===== src/rtl/dram_sram_bridge_pkg.sv =====
// Shared constants for the DRAM-strobe to SRAM bridge: FSM encoding and
// synchroniser/address-width defaults used by the board top.
package dram_sram_bridge_pkg;

  localparam int MIN_SYNC_STAGES  = 2;
  localparam int DEFAULT_ROW_BITS = 9;

  typedef logic [2:0] bridge_state_t;

  localparam logic [2:0] ST_IDLE    = 3'd0;
  localparam logic [2:0] ST_ROW     = 3'd1;
  localparam logic [2:0] ST_COL     = 3'd2;
  localparam logic [2:0] ST_REFRESH = 3'd3;
  localparam logic [2:0] ST_HOLD    = 3'd4;

  function automatic int clamp_sync_stages(input int stages);
    return (stages < MIN_SYNC_STAGES) ? MIN_SYNC_STAGES : stages;
  endfunction

endpackage


===== src/rtl/dram_sram_bridge_sync_bus.sv =====
// N-bit multi-flop synchroniser; every bit resets to RST_VAL so buses that
// share a depth stay cycle-aligned after the crossing.
module sync_bus
  import dram_sram_bridge_pkg::*;
#(
  parameter int   WIDTH   = 1,
  parameter int   STAGES  = 2,
  parameter logic RST_VAL = 1'b1
) (
  input  logic             clk,
  input  logic             reset_n,
  input  logic [WIDTH-1:0] d_i,
  output logic [WIDTH-1:0] q_o
);

  localparam int DEPTH = clamp_sync_stages(STAGES);

  logic [WIDTH-1:0] stage_q [DEPTH];

  // Shift chain: stage 0 samples the asynchronous input.
  always_ff @(posedge clk or negedge reset_n) begin
    if (!reset_n) begin
      for (int i = 0; i < DEPTH; i++) begin
        stage_q[i] <= {WIDTH{RST_VAL}};
      end
    end else begin
      stage_q[0] <= d_i;
      for (int i = 1; i < DEPTH; i++) begin
        stage_q[i] <= stage_q[i-1];
      end
    end
  end

  assign q_o = stage_q[DEPTH-1];

endmodule


===== src/rtl/dram_sram_bridge.sv =====
// Decodes multiplexed DRAM strobes into static SRAM control/address, with
// page-mode column cycles, CBR refresh counting and a RAS-stuck watchdog.
module dram_sram_bridge
  import dram_sram_bridge_pkg::*;
#(
  parameter int ROW_BITS     = DEFAULT_ROW_BITS,
  parameter int LANES        = 2,
  parameter int SYNC_STAGES  = 2,
  parameter int RAS_TIMEOUT  = 1023,
  parameter int REF_CNT_BITS = 16
) (
  input  logic                    clk,
  input  logic                    reset_n,
  input  logic [ROW_BITS-1:0]     a_in,
  input  logic                    ras_n,
  input  logic [LANES-1:0]        cas_n,
  input  logic                    we_in_n,
  input  logic                    oe_in_n,
  output logic [2*ROW_BITS-1:0]   sram_addr,
  output logic                    sram_ce_n,
  output logic                    sram_oe_n,
  output logic                    sram_we_n,
  output logic [LANES-1:0]        sram_lane_n,
  output logic [REF_CNT_BITS-1:0] refresh_count,
  output logic                    ras_timeout
);

  localparam int STB_W = LANES + 3;
  localparam int WD_W  = $clog2(RAS_TIMEOUT + 1);

  logic [STB_W-1:0]    stb_s;
  logic [ROW_BITS-1:0] a_s;
  logic                ras_s;
  logic [LANES-1:0]    cas_s;
  logic                we_s;
  logic                oe_s;

  sync_bus #(.WIDTH(STB_W), .STAGES(SYNC_STAGES), .RST_VAL(1'b1)) u_sync_stb (
    .clk     (clk),
    .reset_n (reset_n),
    .d_i     ({oe_in_n, we_in_n, cas_n, ras_n}),
    .q_o     (stb_s)
  );

  sync_bus #(.WIDTH(ROW_BITS), .STAGES(SYNC_STAGES), .RST_VAL(1'b0)) u_sync_addr (
    .clk     (clk),
    .reset_n (reset_n),
    .d_i     (a_in),
    .q_o     (a_s)
  );

  assign {oe_s, we_s, cas_s, ras_s} = stb_s;

  logic                    ras_prev_q;
  logic [LANES-1:0]        cas_prev_q;
  bridge_state_t           state_q, state_d;
  logic [ROW_BITS-1:0]     row_q, row_d;
  logic [2*ROW_BITS-1:0]   addr_q, addr_d;
  logic                    ce_n_q, ce_n_d;
  logic                    oe_n_q, oe_n_d;
  logic                    we_n_q, we_n_d;
  logic [LANES-1:0]        lane_n_q, lane_n_d;
  logic                    write_q, write_d;
  logic [REF_CNT_BITS-1:0] ref_q, ref_d;
  logic                    to_q, to_d;
  logic [WD_W-1:0]         wd_q, wd_d;

  logic ras_fall_s;
  logic cas_any_low_s;
  logic cas_was_low_s;
  logic wd_fire_s;

  assign ras_fall_s    = ras_prev_q & ~ras_s;
  assign cas_any_low_s = ~(&cas_s);
  // A CAS already low before this RAS fall means CBR; a same-cycle fall is an access.
  assign cas_was_low_s = ~(&cas_prev_q) & cas_any_low_s;
  assign wd_fire_s     = ~ras_s & (wd_q == WD_W'(RAS_TIMEOUT - 1));

  // Watchdog count: runs while RAS is low, saturates at the timeout.
  always_comb begin
    wd_d = wd_q;
    if (ras_s) begin
      wd_d = {WD_W{1'b0}};
    end else if (wd_q != WD_W'(RAS_TIMEOUT)) begin
      wd_d = wd_q + WD_W'(1);
    end else begin
      wd_d = wd_q;
    end
  end

  // Strobe decode FSM; all SRAM outputs are registered.
  always_comb begin
    state_d  = state_q;
    row_d    = row_q;
    addr_d   = addr_q;
    ce_n_d   = ce_n_q;
    oe_n_d   = oe_n_q;
    we_n_d   = we_n_q;
    lane_n_d = lane_n_q;
    write_d  = write_q;
    ref_d    = ref_q;
    to_d     = to_q | wd_fire_s;
    case (state_q)
      ST_IDLE: begin
        if (ras_fall_s && cas_was_low_s) begin
          ref_d   = ref_q + REF_CNT_BITS'(1);
          state_d = ST_REFRESH;
        end else if (ras_fall_s) begin
          row_d   = a_s;
          ce_n_d  = 1'b0;
          state_d = ST_ROW;
        end else begin
          state_d = ST_IDLE;
        end
      end
      ST_ROW: begin
        if (ras_s) begin
          {ce_n_d, oe_n_d, we_n_d} = 3'b111;
          lane_n_d = {LANES{1'b1}};
          state_d  = ST_IDLE;
        end else if (cas_any_low_s) begin
          addr_d   = {a_s, row_q};
          lane_n_d = cas_s;
          write_d  = ~we_s;
          we_n_d   = we_s;
          oe_n_d   = we_s ? oe_s : 1'b1;
          state_d  = ST_COL;
        end else begin
          state_d = ST_ROW;
        end
      end
      ST_COL: begin
        if (ras_s) begin
          {ce_n_d, oe_n_d, we_n_d} = 3'b111;
          lane_n_d = {LANES{1'b1}};
          state_d  = ST_IDLE;
        end else if (cas_any_low_s) begin
          lane_n_d = cas_s;
          we_n_d   = ~write_q;
          oe_n_d   = write_q ? 1'b1 : oe_s;
        end else begin
          {oe_n_d, we_n_d} = 2'b11;
          lane_n_d = {LANES{1'b1}};
          state_d  = ST_ROW;
        end
      end
      ST_REFRESH, ST_HOLD: begin
        if (ras_s) begin
          state_d = ST_IDLE;
        end else begin
          state_d = state_q;
        end
      end
      default: begin
        {ce_n_d, oe_n_d, we_n_d} = 3'b111;
        lane_n_d = {LANES{1'b1}};
        state_d  = ST_IDLE;
      end
    endcase
    if (wd_fire_s) begin
      {ce_n_d, oe_n_d, we_n_d} = 3'b111;
      lane_n_d = {LANES{1'b1}};
      state_d  = ST_HOLD;
    end else begin
      to_d = to_q;
    end
  end

  // State and output registers, all cleared asynchronously.
  always_ff @(posedge clk or negedge reset_n) begin
    if (!reset_n) begin
      ras_prev_q <= 1'b1;
      cas_prev_q <= {LANES{1'b1}};
      state_q    <= ST_IDLE;
      row_q      <= {ROW_BITS{1'b0}};
      addr_q     <= {(2*ROW_BITS){1'b0}};
      ce_n_q     <= 1'b1;
      oe_n_q     <= 1'b1;
      we_n_q     <= 1'b1;
      lane_n_q   <= {LANES{1'b1}};
      write_q    <= 1'b0;
      ref_q      <= {REF_CNT_BITS{1'b0}};
      to_q       <= 1'b0;
      wd_q       <= {WD_W{1'b0}};
    end else begin
      ras_prev_q <= ras_s;
      cas_prev_q <= cas_s;
      state_q    <= state_d;
      row_q      <= row_d;
      addr_q     <= addr_d;
      ce_n_q     <= ce_n_d;
      oe_n_q     <= oe_n_d;
      we_n_q     <= we_n_d;
      lane_n_q   <= lane_n_d;
      write_q    <= write_d;
      ref_q      <= ref_d;
      to_q       <= to_d;
      wd_q       <= wd_d;
    end
  end

  assign sram_addr     = addr_q;
  assign sram_ce_n     = ce_n_q;
  assign sram_oe_n     = oe_n_q;
  assign sram_we_n     = we_n_q;
  assign sram_lane_n   = lane_n_q;
  assign refresh_count = ref_q;
  assign ras_timeout   = to_q;

endmodule


===== config.mk =====
export PLATFORM = sky130hd
export DESIGN_NAME = dram_sram_bridge
export DESIGN_NICKNAME = d
export VERILOG_FILES = /design/src/rtl/dram_sram_bridge_pkg.sv /design/src/rtl/dram_sram_bridge_sync_bus.sv /design/src/rtl/dram_sram_bridge.sv
export SDC_FILE = /design/constraint.sdc
export NUM_CORES = 1
export LEC_CHECK = 0
export ABC_CLOCK_PERIOD_IN_PS = 2300
export CORE_MARGIN = 2
export CORE_UTILIZATION = 48
export CTS_CLUSTER_DIAMETER = 60
export CTS_CLUSTER_SIZE = 24
export DETAILED_ROUTE_END_ITERATION = 16
export PLACE_DENSITY = 0.75
export SLEW_MARGIN = 20
export SYNTH_ARGS = -nofsm -noshare
export SYNTH_HDL_FRONTEND = slang
export SYNTH_HIERARCHICAL = 1
export SYNTH_SLANG_ARGS = --single-unit

===== constraint.sdc =====
create_clock -name clk -period 2.3 [get_ports clk]
set_clock_uncertainty 0.2 [all_clocks]
set_input_delay 0.46 -clock clk [delete_from_list [all_inputs] [get_ports clk]]
set_output_delay 0.46 -clock clk [all_outputs]
set_load 0.02 [all_outputs]

# Word level (Yosys, flattened, before mapping)

Cells that the tools add are included.

Output and inout port bits: 40
Logic and storage cells: 93
Register bits after elaboration: 94
Input port bits: 16

Add/sub/neg operators: 2
Eq/ne operators: 14
Bitwise operators: 10
Multiplexer cells: 36
Reduce and logical (&&, ||, !) cells: 14

Operators with widths:

| kind                                                                     | number |
|---|---|
| 10-bit 2-to-1 mux                                                        | 2 |
| 1-bit 2-to-1 mux                                                         | 17 |
| 16-bit by 1-bit adder with 16-bit output (second input constant)         | 1 |
| 2-bit 2-to-1 mux                                                         | 8 |
| 3-bit 2-to-1 mux                                                         | 4 |
| 3-bit case mux with 4 select lines                                       | 1 |
| 10-bit by 1-bit adder with 10-bit output (second input constant)         | 1 |
| 10-bit == test (second input constant)                                   | 1 |
| 10-bit inequality test (second input constant)                           | 1 |
| 2-bit AND reduction                                                      | 5 |
| 1-bit case mux with 3 select lines                                       | 3 |
| 4-bit by 3-bit inequality test with 1-bit output (second input constant) | 2 |
| 3-bit by 2-bit == test with 1-bit output (second input constant)         | 2 |
| 3-bit inequality test (second input constant)                            | 2 |
| 1-bit NOT                                                                | 6 |
| 2-bit case mux with 3 select lines                                       | 1 |
| 3-bit AND reduction                                                      | 2 |
| 4-bit AND reduction                                                      | 1 |
| 2-bit OR reduction                                                       | 2 |
| 1-bit bitwise AND                                                        | 3 |
| 3-bit by 1-bit == test with 1-bit output (second input constant)         | 1 |
| 3-bit == test (second input constant)                                    | 1 |
| 3-bit logical NOT                                                        | 1 |
| 3-bit by 1-bit inequality test with 1-bit output (second input constant) | 1 |
| other kinds (7)                                                          | 7 |

# Longest topological paths before layout

Depth after elaboration: 7
Mapped depth: 7
Depth with buffers taken out: 5

# By module

Netlist, hierarchy kept.

Modules (own cells, without submodules):

| module                 | area each (µm²) | cells an instance | times used |
|---|---|---|---|
| dram_sram_bridge       | 2932.8          | 236               | 1 |
| sync_bus (u_sync_addr) | 518.0           | 27                | 1 |
| sync_bus (u_sync_stb)  | 300.3           | 15                | 1 |

# Least setup slack after synthesis

Ideal clock, no wire load.

Path kind: register to register
Start point: register u_sync_stb.stage_q, in the netlist u_sync_stb/q_o[0]
End point: register ref_q[13], in the netlist refresh_count[13]
Data required time: 1.971 ns
Clock period less this slack: 2.175 ns
Setup slack: 0.125 ns
Cell stages (with the launch flop): 7
Arrival: 1.846 ns
Path through: dfstp_2 > buf_4 > buf_6 > or4_4 > nor4_4 > nand4_1 > xnor2_1

Word-level cells in the longest chain between the ends: 4

Ends and longest elaborated chain:

| what                                 | line                            | text |
|---|---|---|
| start: declaration                   | dram_sram_bridge_sync_bus.sv:18 | `logic [WIDTH-1:0] stage_q [DEPTH];` |
| start signal: indexed assignment     | dram_sram_bridge_sync_bus.sv:24 | `stage_q[i] <= {WIDTH{RST_VAL}};` |
| start signal: indexed assignment     | dram_sram_bridge_sync_bus.sv:29 | `stage_q[i] <= stage_q[i-1];` |
| 1-bit NOT (no source line)           | --                              |  |
| 1-bit bitwise AND                    | dram_sram_bridge.sv:73          | `assign ras_fall_s = ras_prev_q & ~ras_s;` |
| 1-bit logical AND                    | dram_sram_bridge.sv:105         | `if (ras_fall_s && cas_was_low_s) begin` |
| 2-bit AND reduction (no source line) | --                              |  |
| end signal: assignment               | dram_sram_bridge.sv:182         | `ref_q <= {REF_CNT_BITS{1'b0}};` |
| end signal: assignment               | dram_sram_bridge.sv:196         | `ref_q <= ref_d;` |
| end: declaration                     | dram_sram_bridge.sv:64          | `logic [REF_CNT_BITS-1:0] ref_q, ref_d;` |

Every way passes these cells.
A chain may end at the register's enable or synchronous reset.

# Worst setup path after layout

Start point: register ce_n_q, in the netlist sram_ce_n
End point: output port sram_ce_n

RTL lines:

| what                     | line                    | text |
|---|---|---|
| start: declaration       | dram_sram_bridge.sv:59  | `logic ce_n_q, ce_n_d;` |
| start signal: assignment | dram_sram_bridge.sv:191 | `ce_n_q <= ce_n_d;` |
| end: declaration         | dram_sram_bridge.sv:20  | `output logic sram_ce_n,` |

No word-level cell between the ends.

==> flow_summary.yaml <==
run_status:
  status: "complete, no violations"
power:
  power.density_nw_per_um2: 978
  irDropWorstVdd_uv: 411
  cellLeakagePower_nw: 1.89
clock_tree:
  clock_latency_ns: 0.35
  post_cts_buffers: 0
  cts_buffer_depth: 2
  cts_made_buffers: 9
  cts_tree: "done"
  clock_sinks: 94
  htree_levels: 3
  root_buffer: "clkbuf_8"
  path_clk_slew_ns: 0.08
sta:
  fmax_mhz: 465
  setup_violations: 0
  fin_crit_sh_pct: 93.5
  relSlewSlack_pct: 63.9
  final_hold_viol_count: 0
  worst_hold_slack_ns: 0.152
  tightestPinTransition_ns: 0.541
  slew_viol_final: 0
  min_period_ns: 2.15
  tns_ns: 0
  rsz0062_at_grt: "false"
synth:
  yosys.area.top_type_share_pct: 50.7
  synth_mux_area_share_pct: 9.24
  ys_top_cells_by_area: "dfrtp_1, dfstp_2, mux2_2"
  synth_cell_types: 46
  synth_top_family_by_area: "simple AND/OR/NAND/NOR gates"
  ys_ff_latch: 94
  yosys_warnings: 6
  syn_inst: 278
  synthArstFlopShare_pct: 100
  synth_top_area_cell: "dfrtp_1"
  syn-mean-instance-area_sq_um: 13.5
  synth-simple-area-share_pct: 11.0
  synth_fa_ha_area_share_pct: 1.00
  synth_compound_area_share_pct: 5.87
  synth_xor_area_share_pct: 5.14
  ys.flop_type: "dfrtp_1"
  syn_area_sq_um: 3750
  synth-edff-count: 0
  seq_area_frac_synth_pct: 63.3
  syn-num-nets: 297
job:
  maxCapViolCount: 0
route:
  drc: 0
  drtAntennaViolNets: 0
  via_per_inst: 5.21
  vias: 2266
  post_drt_wl_per_cell_um: 14.3
  first_pass_iters: 4
  drtIter0Drc: 83
  routed_wl_um: 6240
place:
  dpl.cell_count: 418
  globalplace.congestion: 0.829
  portBuffers: 55
  placed_area_sq_um: 4350
  hpwl_um: 4300
worst_setup_path:
  crit_required_ns: 1.64
  crit_path_end_kind: "output pin"
  r2r-start: "state_q[2]"
  crit_path_max_fanout: 2
  crit_family: "buffers and inverters"
  critPathKind: "reg -> out"
  crit_path_start_kind: "register"
  crit_chain: "clkdlybuf4s50_1"
  cp.buffers_inverters: 1
  critPathLaunch: "sram_ce_n"
  cp_slowest_stage_delay_ns: 0.60
  worst_path_max_delay_cell: "clkdlybuf4s50_1"
  arrival_ns: 1.49
floorplanning:
  die-width_um: 92.4
  dieArea_sq_um: 8540
  core_region_area_sq_um: 7650
  num_io_pins: 56
  num_rows: 32
  fp.dieH_um: 92.4
  initial_core_util_pct: 49.1
grt:
  grt_pass1_vias: 2183
  gr-total-overflow: 0
  grt_antenna_before_repair: 0
  grt_use_total_pct: 16.2
  grt_pass1_wl_um: 10600
  grt_max_degree: 45
final_layout:
  fin_nets: 347
  mostFrequentLayoutCells: "dfrtp_1, clkdlybuf4s50_1, mux2_2"
  nFillCells: 627
  drive_gt1_share_pct: 22.2
  final_common_cell: "dfrtp_1"
  fin_area_sq_um: 4540
  num_antenna_cells: 0
  layoutNonFillerInstCount: 435
  syn_to_final_growth_pct: 21.0
hold_path:
  holdCritStartpoint: "u_sync_addr/stage_q[14]"
  hold_class: "reg -> reg"
[power breakdown]
| part | switching [mW] | leakage, nW | total [mW] | internal [mW] |
|---|---|---|---|---|
| logic | 0.586 | 0.662 | 1.26 | 0.676 |
| registers | 0.191 | 1.14 | 2.20 | 2.01 |
| clock network | 0.551 | 0.0870 | 0.978 | 0.428 |
| total | 1.33 | 1.89 | 4.44 | 3.11 |
[area by class of cell]
| cell class | instances | area (sq um) | area share (%) |
|---|---|---|---|
| Sequential cell | 94 | 2370 | 52.3 |
| Multi-Input combinational cell | 156 | 1210 | 26.7 |
| Timing Repair Buffer | 63 | 636 | 14.0 |
| Clock buffer | 12 | 145 | 3.20 |
| Tap cell | 102 | 128 | 2.81 |
| Clock inverter | 4 | 30.0 | 0.662 |
| Inverter | 4 | 15.0 | 0.331 |
[metal layers]
| metal | GRT usage [%] | vias to the layer above | part of all wire, % |
|---|---|---|---|
| met2 | 25.0 | 55 | 49 |
| li1 | - | 1070 | - |
| met3 | 4.15 | 5 | 4.6 |
| met5 | 0 | - | 0 |
| met1 | 21.2 | 1136 | 45 |
| met4 | 8.21 | 0 | 1.3 |
[Yosys cell counts, types with 4 or more instances]
| master | instances |
|---|---|
| dfrtp_1 | 76 |
| mux2_2 | 29 |
| dfstp_2 | 18 |
| xnor2_1 | 18 |
| buf_4 | 14 |
| nand3_1 | 14 |
| nor2_1 | 14 |
| nand2_1 | 12 |
| clkbuf_1 | 8 |
| nand4_1 | 6 |
| and3_1 | 4 |
| and4_1 | 4 |
| inv_1 | 4 |
| xor2_1 | 4 |
[final timing paths]
path	endpoint	slack, ns	cells after the start
worst max-delay path	sram_ce_n	0.15	1
worst min-delay path	u_sync_addr/q_o[5]	0.15	0
worst max register to register	refresh_count[6]	0.22	4
worst min register to register	u_sync_addr/q_o[5]	0.15	0
max in group asynchronous	u_sync_stb/q_o[0]	0.84	3
min in group asynchronous	sram_addr[6]	0.42	2
[registers in the layout, summed over array words and instances (netlist names)]
name / flops
sram_lane_n: 2
u_sync_stb/q_o: 5
u_sync_addr/q_o: 9
u_sync_addr/stage_q: 9
ras_prev_q: 1
state_q: 3
sram_oe_n: 1
row_q: 9
sram_addr: 18
refresh_count: 16
cas_prev_q: 2
write_q: 1
u_sync_stb/stage_q: 5
sram_ce_n: 1
wd_q: 10
sram_we_n: 1
ras_timeout: 1
[kinds of logic (layout without fill, tap and decap cells)]
family | count (synthesis) | count (layout)
mux | 31 | 31
xor+xnor | 22 | 22
simple gates | 71 | 71
buf+inv | 28 | 83
fa+ha+maj | 3 | 3
compound gates | 29 | 29
flops | 94 | 94
[repair_timing]
| action | CTS | global route |
|---|---|---|
| resized for setup | 0 | 0 |
| hold endpoints to repair | 26 | 0 |
| hold buffers | 1 | 0 |
| setup endpoints to repair | 0 | 0 |
[through the flow]
step / util, % / total power, mW / setup WS [ns]
detailed placement: 56.9 / 3.51 / 0.228
global route: 59.3 / 4.68 / 0.0933
CTS: 59.3 / 4.51 / 0.112
global placement: 56.9 / 3.48 / 0.283
floorplan: - / 2.90 / 0.125
finish: 59.3 / 4.44 / 0.149
Note: power is estimated with default switching activity, not from simulation.
==> edit 1: new RTL, same settings <==
Put one more register stage on the output `sram_addr`, without a reset. The value now appears one clock later. The other outputs are not delayed to match.
--- a/src/rtl/dram_sram_bridge.sv
+++ b/src/rtl/dram_sram_bridge.sv
@@ -200,5 +200,7 @@
   end
 
-  assign sram_addr     = addr_q;
+  always_ff @(posedge clk) begin
+    sram_addr <= addr_q;
+  end
   assign sram_ce_n     = ce_n_q;
   assign sram_oe_n     = oe_n_q;
Function: changed (a bounded check fails within 10 cycles, from zero or initial values and one cycle with reset_n low).
==> edit 1 against the unedited design <==
  * Maximum frequency decreased by 2.4%
  * Register-to-register slack improved by 0.10 ns
  * Combinational power decreased by 5%
  * Area after synthesis increased by 12%
  * Power increased by 14%
  * Sequential cell count increased by 18
  * Routed wire length increased by 5.7%
  * Critical path depth unchanged
  * Highest routed layer unchanged
  * First-iteration DRC count decreased by 18%
  * Hold slack improved by 0.0037 ns
  * Setup slack got worse by 0.052 ns
  * Cell count increased by 6.7%
  * Cell area increased by 9.7%
==> edit 1: results (changes against the unedited design) <==
post-synthesis async set-or-reset flop share -> 83.9% (-16 points)
Seq pwr share -> 53.8% (+4.3 points)
metal2 WL -> 3.25 mm (+6.2%)
Seq/Total Area, Yosys -> 65.3% (+2.0 points)
WL met3 -> 213 µm (-26%)
mux cell area share after synthesis -> 8.28% (-0.96 points)
met1 GRT Util -> 19.6% (-1.5 points)
GR Layer Usage met3 -> 3.02% (-1.1 points)
Comb. pwr -> 1200 µW (-5%)
Area contributors post-synth -> dfrtp_1, dfstp_2, dfxtp_1
CP Max Fanout -> 3 (+1)
vias in the first global route -> 2315 (+6.0%)
Post-Synthesis Net Count -> 320 (+7.7%)
worst-margin pin slew -> 0.549 ns (+0.00772 ns)
R2R Setup Slk -> 0.32 ns (+0.10 ns)
vias per inst -> 5.18 (-0.50%)
P_int -> 3540 µW (+14%)
status -> finished clean
Cell Pwr Density -> 1010 nW/µm² (+3.5%)
first-pass GRT wire length -> 11.1 mm (+5.2%)
dpl hpwl -> 4.61 mm (+7.3%)
commonest cells in the netlist -> dfrtp_1, mux2_2, dfstp_2, dfxtp_1, nor2_1
Global Route Usage Sum -> 14.9% (-1.3 points)
Unique masters post-synth -> 52 (+13%)
Peak VDD IR -> 0.469 mV (+14%)
Post-layout nets -> 370 (+6.6%)
met1 WL -> 2.98 mm (+5.9%)
HP Start -> u_sync_addr/stage_q[15]$_DFF_PN0_
worst-skew pair later-pin latency -> 0.37 ns (+0.02 ns)
met2 Usage GRT -> 23.6% (-1.4 points)
FF-to-FF Start -> state_q[0]$_DFFE_PN0P_
clock-pin slew on the worst setup and hold paths -> 0.12 ns (+0.04 ns)
Synth Area in XOR/XNOR -> 4.39% (-0.74 points)
Arr. time, crit path -> 1.54 ns (+0.05 ns)
Initial DRC Count -> 68 (-18%)
edit 1: cell count changes after synthesis, moves of 4 or more:
cell      unedited run  this run
mux2_2              29        20
clkbuf_1             8         1
xnor2_1             18        10
dfxtp_1              0        18
buf_2                1         7
xor2_1               4        11
nor3_2               1         6
mux2_1               0         9
nand4_1              6         2
edit 1: metrics by stage:
stage	setup slack (ns)	hold WS [ns]	instance area, µm²	util [%]	cells
2_1_floorplan	0.451	-0.0356	4190	-	301
3_3_place_gp	0.400	0.132	4770	55.5	447
3_5_place_dp	0.332	0.135	4770	55.5	447
4_1_cts	0.0662	0.160	4980	57.9	464
5_1_grt	0.0390	0.167	4980	57.9	464
6_report	0.0972	0.156	4980	57.9	464
edit 1: cell type report:
cell class | count | area, µm²
Clock buffer | 9 | 124
Clock inverter | 7 | 75.1
Fill cell | 701 | 3620
Inverter | 7 | 26.3
Multi-Input combinational cell | 158 | 1260
Sequential cell | 112 | 2740
Tap cell | 108 | 135
Timing Repair Buffer | 63 | 623
==> edit 2: new RTL, config.mk and constraints unchanged <==
Made on the original files. `LANES`: 2 -> 1.
--- a/src/rtl/dram_sram_bridge.sv
+++ b/src/rtl/dram_sram_bridge.sv
@@ -5,5 +5,5 @@
 #(
   parameter int ROW_BITS     = DEFAULT_ROW_BITS,
-  parameter int LANES        = 2,
+  parameter int LANES        = 1,
   parameter int SYNC_STAGES  = 2,
   parameter int RAS_TIMEOUT  = 1023,
Ports: changed (resized cas_n and sram_lane_n); port bits go from 56 to 54. No check against the original RTL was run, so the function may have changed too.
==> edit 2 against the unedited design <==
  * Area after synthesis shrank 0.50%
  * Sequential cell count shrank 4
  * Critical path type unchanged
  * Routed wire length grew 3.1%
  * Clock power grew 25%
  * Setup slack lost 0.013 ns
  * Largest cell class unchanged
  * Cell area shrank 1.2%
  * Critical endpoint unchanged
  * Power shrank 5.4%
==> edit 2: results (changes against the unedited design) <==
Initial DRC Count -> 99 (+19%)
Critical R2R Capture -> sram_lane_n$_DFFE_PN1P_
worst setup path start -> sram_ce_n$_DFFE_PN1P_
Global Route Usage Sum -> 16.7% (+0.56 points)
worst relative slew slack -> 59.3% (-4.6 points)
Post-layout nets -> 337 (-2.9%)
commonest cells in the netlist -> dfrtp_1, mux2_2, nor2_1, dfstp_2, buf_4
CTS Buffer Depth -> 2 (unchanged)
status -> finished clean
Peak VDD IR -> 0.564 mV (+37%)
H-tree depth -> 3 (unchanged)
Critical Path Slowest Stage Cell -> clkdlybuf4s50_1
Static Leak -> 0.00193 µW (+1.7%)
PortBufs -> 53 (-3.6%)
fill count -> 619 (-1.3%)
Crit path max-delay family -> buffers and inverters
first-pass GRT wire length -> 11.0 mm (+4.5%)
FF-to-FF Start -> wd_q[0]$_DFFE_PN0P_
dpl hpwl -> 4.48 mm (+4.3%)
post-synthesis async set-or-reset flop share -> 100% (unchanged)
Seq/Total Area, Yosys -> 60.8% (-2.5 points)
layout cells sized above 1 -> 22.8% (+0.62 points)
mux cell area share after synthesis -> 9.32% (+0.080 points)
hold path cells -> 0 (unchanged)
Vias -> 2210 (-2.5%)
Hold Path Sink -> u_sync_addr/q_o[0]$_DFF_PN0_
switching power -> 1180 µW (-12%)
R2R Setup Slk -> 0.25 ns (+0.03 ns)
Root Buffer -> clkbuf_8
HP Start -> u_sync_addr/stage_q[9]$_DFF_PN0_
DRT Wirelength -> 6.43 mm (+3.1%)
CP Max Fanout -> 2 (unchanged)
Synth Area in XOR/XNOR -> 4.43% (-0.71 points)
Unique masters post-synth -> 54 (+17%)
Area contributors post-synth -> dfrtp_1, dfstp_2, mux2_2
Mean Syn Cell Area -> 13.7 µm² (+1.3%)
diode count -> 0 (unchanged)
most used flip-flop cell after synthesis -> dfrtp_1
compound-gate portion of the synthesized area -> 6.03% (+0.16 points)
DP Cell Count -> 409 (-2.2%)
Arr. time, crit path -> 1.50 ns
Min-Delay Path Class -> reg -> reg
Final Wtd Congestion -> 0.794 (-4.2%)
pin count of the biggest net entering global routing -> 34 (-24%)
WL per Instance -> 15.1 µm (+5.3%)
R2R depth -> 6 (+2)
adder-cell share of the synthesized area -> 1.01% (+0.0050 points)
Post-Synthesis Net Count -> 291 (-2.0%)
-- edit 2: repair_timing --
item / 4_1_cts / 5_1_grt
setup endpoints to repair: 0 / 0
buffers inserted: 0 / 0
endpoints found under the hold margin: 27 / 0
hold buffers: 1 / 0
-- edit 2: metrics by stage --
stage / setup WS [ns] / cell area [µm²] / hold WS [ns]
3_3_place_gp: 0.356 / 4240 / 0.133
2_1_floorplan: 0.439 / 3730 / -0.0356
4_1_cts: 0.117 / 4480 / 0.157
5_1_grt: 0.0849 / 4480 / 0.163
3_5_place_dp: 0.264 / 4240 / 0.136
6_report: 0.136 / 4480 / 0.153
-- edit 2: power by group through the flow --
stage               Clock (µW)  Sequential [µW]  Combinational [µW]
global route              1310             2060                1030
detailed placement           0             2060                 963
CTS                       1250             2030                 971
finish                    1220             2020                 956
floorplan                    0             2230                 320
global placement             0             2050                 939
-- edit 2: cell type report --
cell class / count / area, µm² / share of cell area [%]
repair buffers: 57 / 573 / 12.8
flip-flops and latches: 90 / 2270 / 50.6
clock buffers: 10 / 138 / 3.07
multi-input cells: 158 / 1270 / 28.3
clock inverters: 6 / 96.3 / 2.15
inverters: 3 / 11.3 / 0.251
well taps: 102 / 128 / 2.85
-- edit 2: per-layer routing --
layer  vias up  GRT usage, %  share of wire, %
li1       1048             -                 -
met1      1111          23.3                47
met2        39          25.3                48
met3        12          4.11               3.3
met4         0          6.72               1.9
met5         -             0                 0
-- edit 2: cells by family after synthesis --
group | count (synthesis)
and+or+nand+nor | 78
buffers and inverters | 25
xor gates and xnor gates | 18
DFF | 90
AOI/OAI and AO/OA | 28
muxes | 31
adders and majority gates | 3
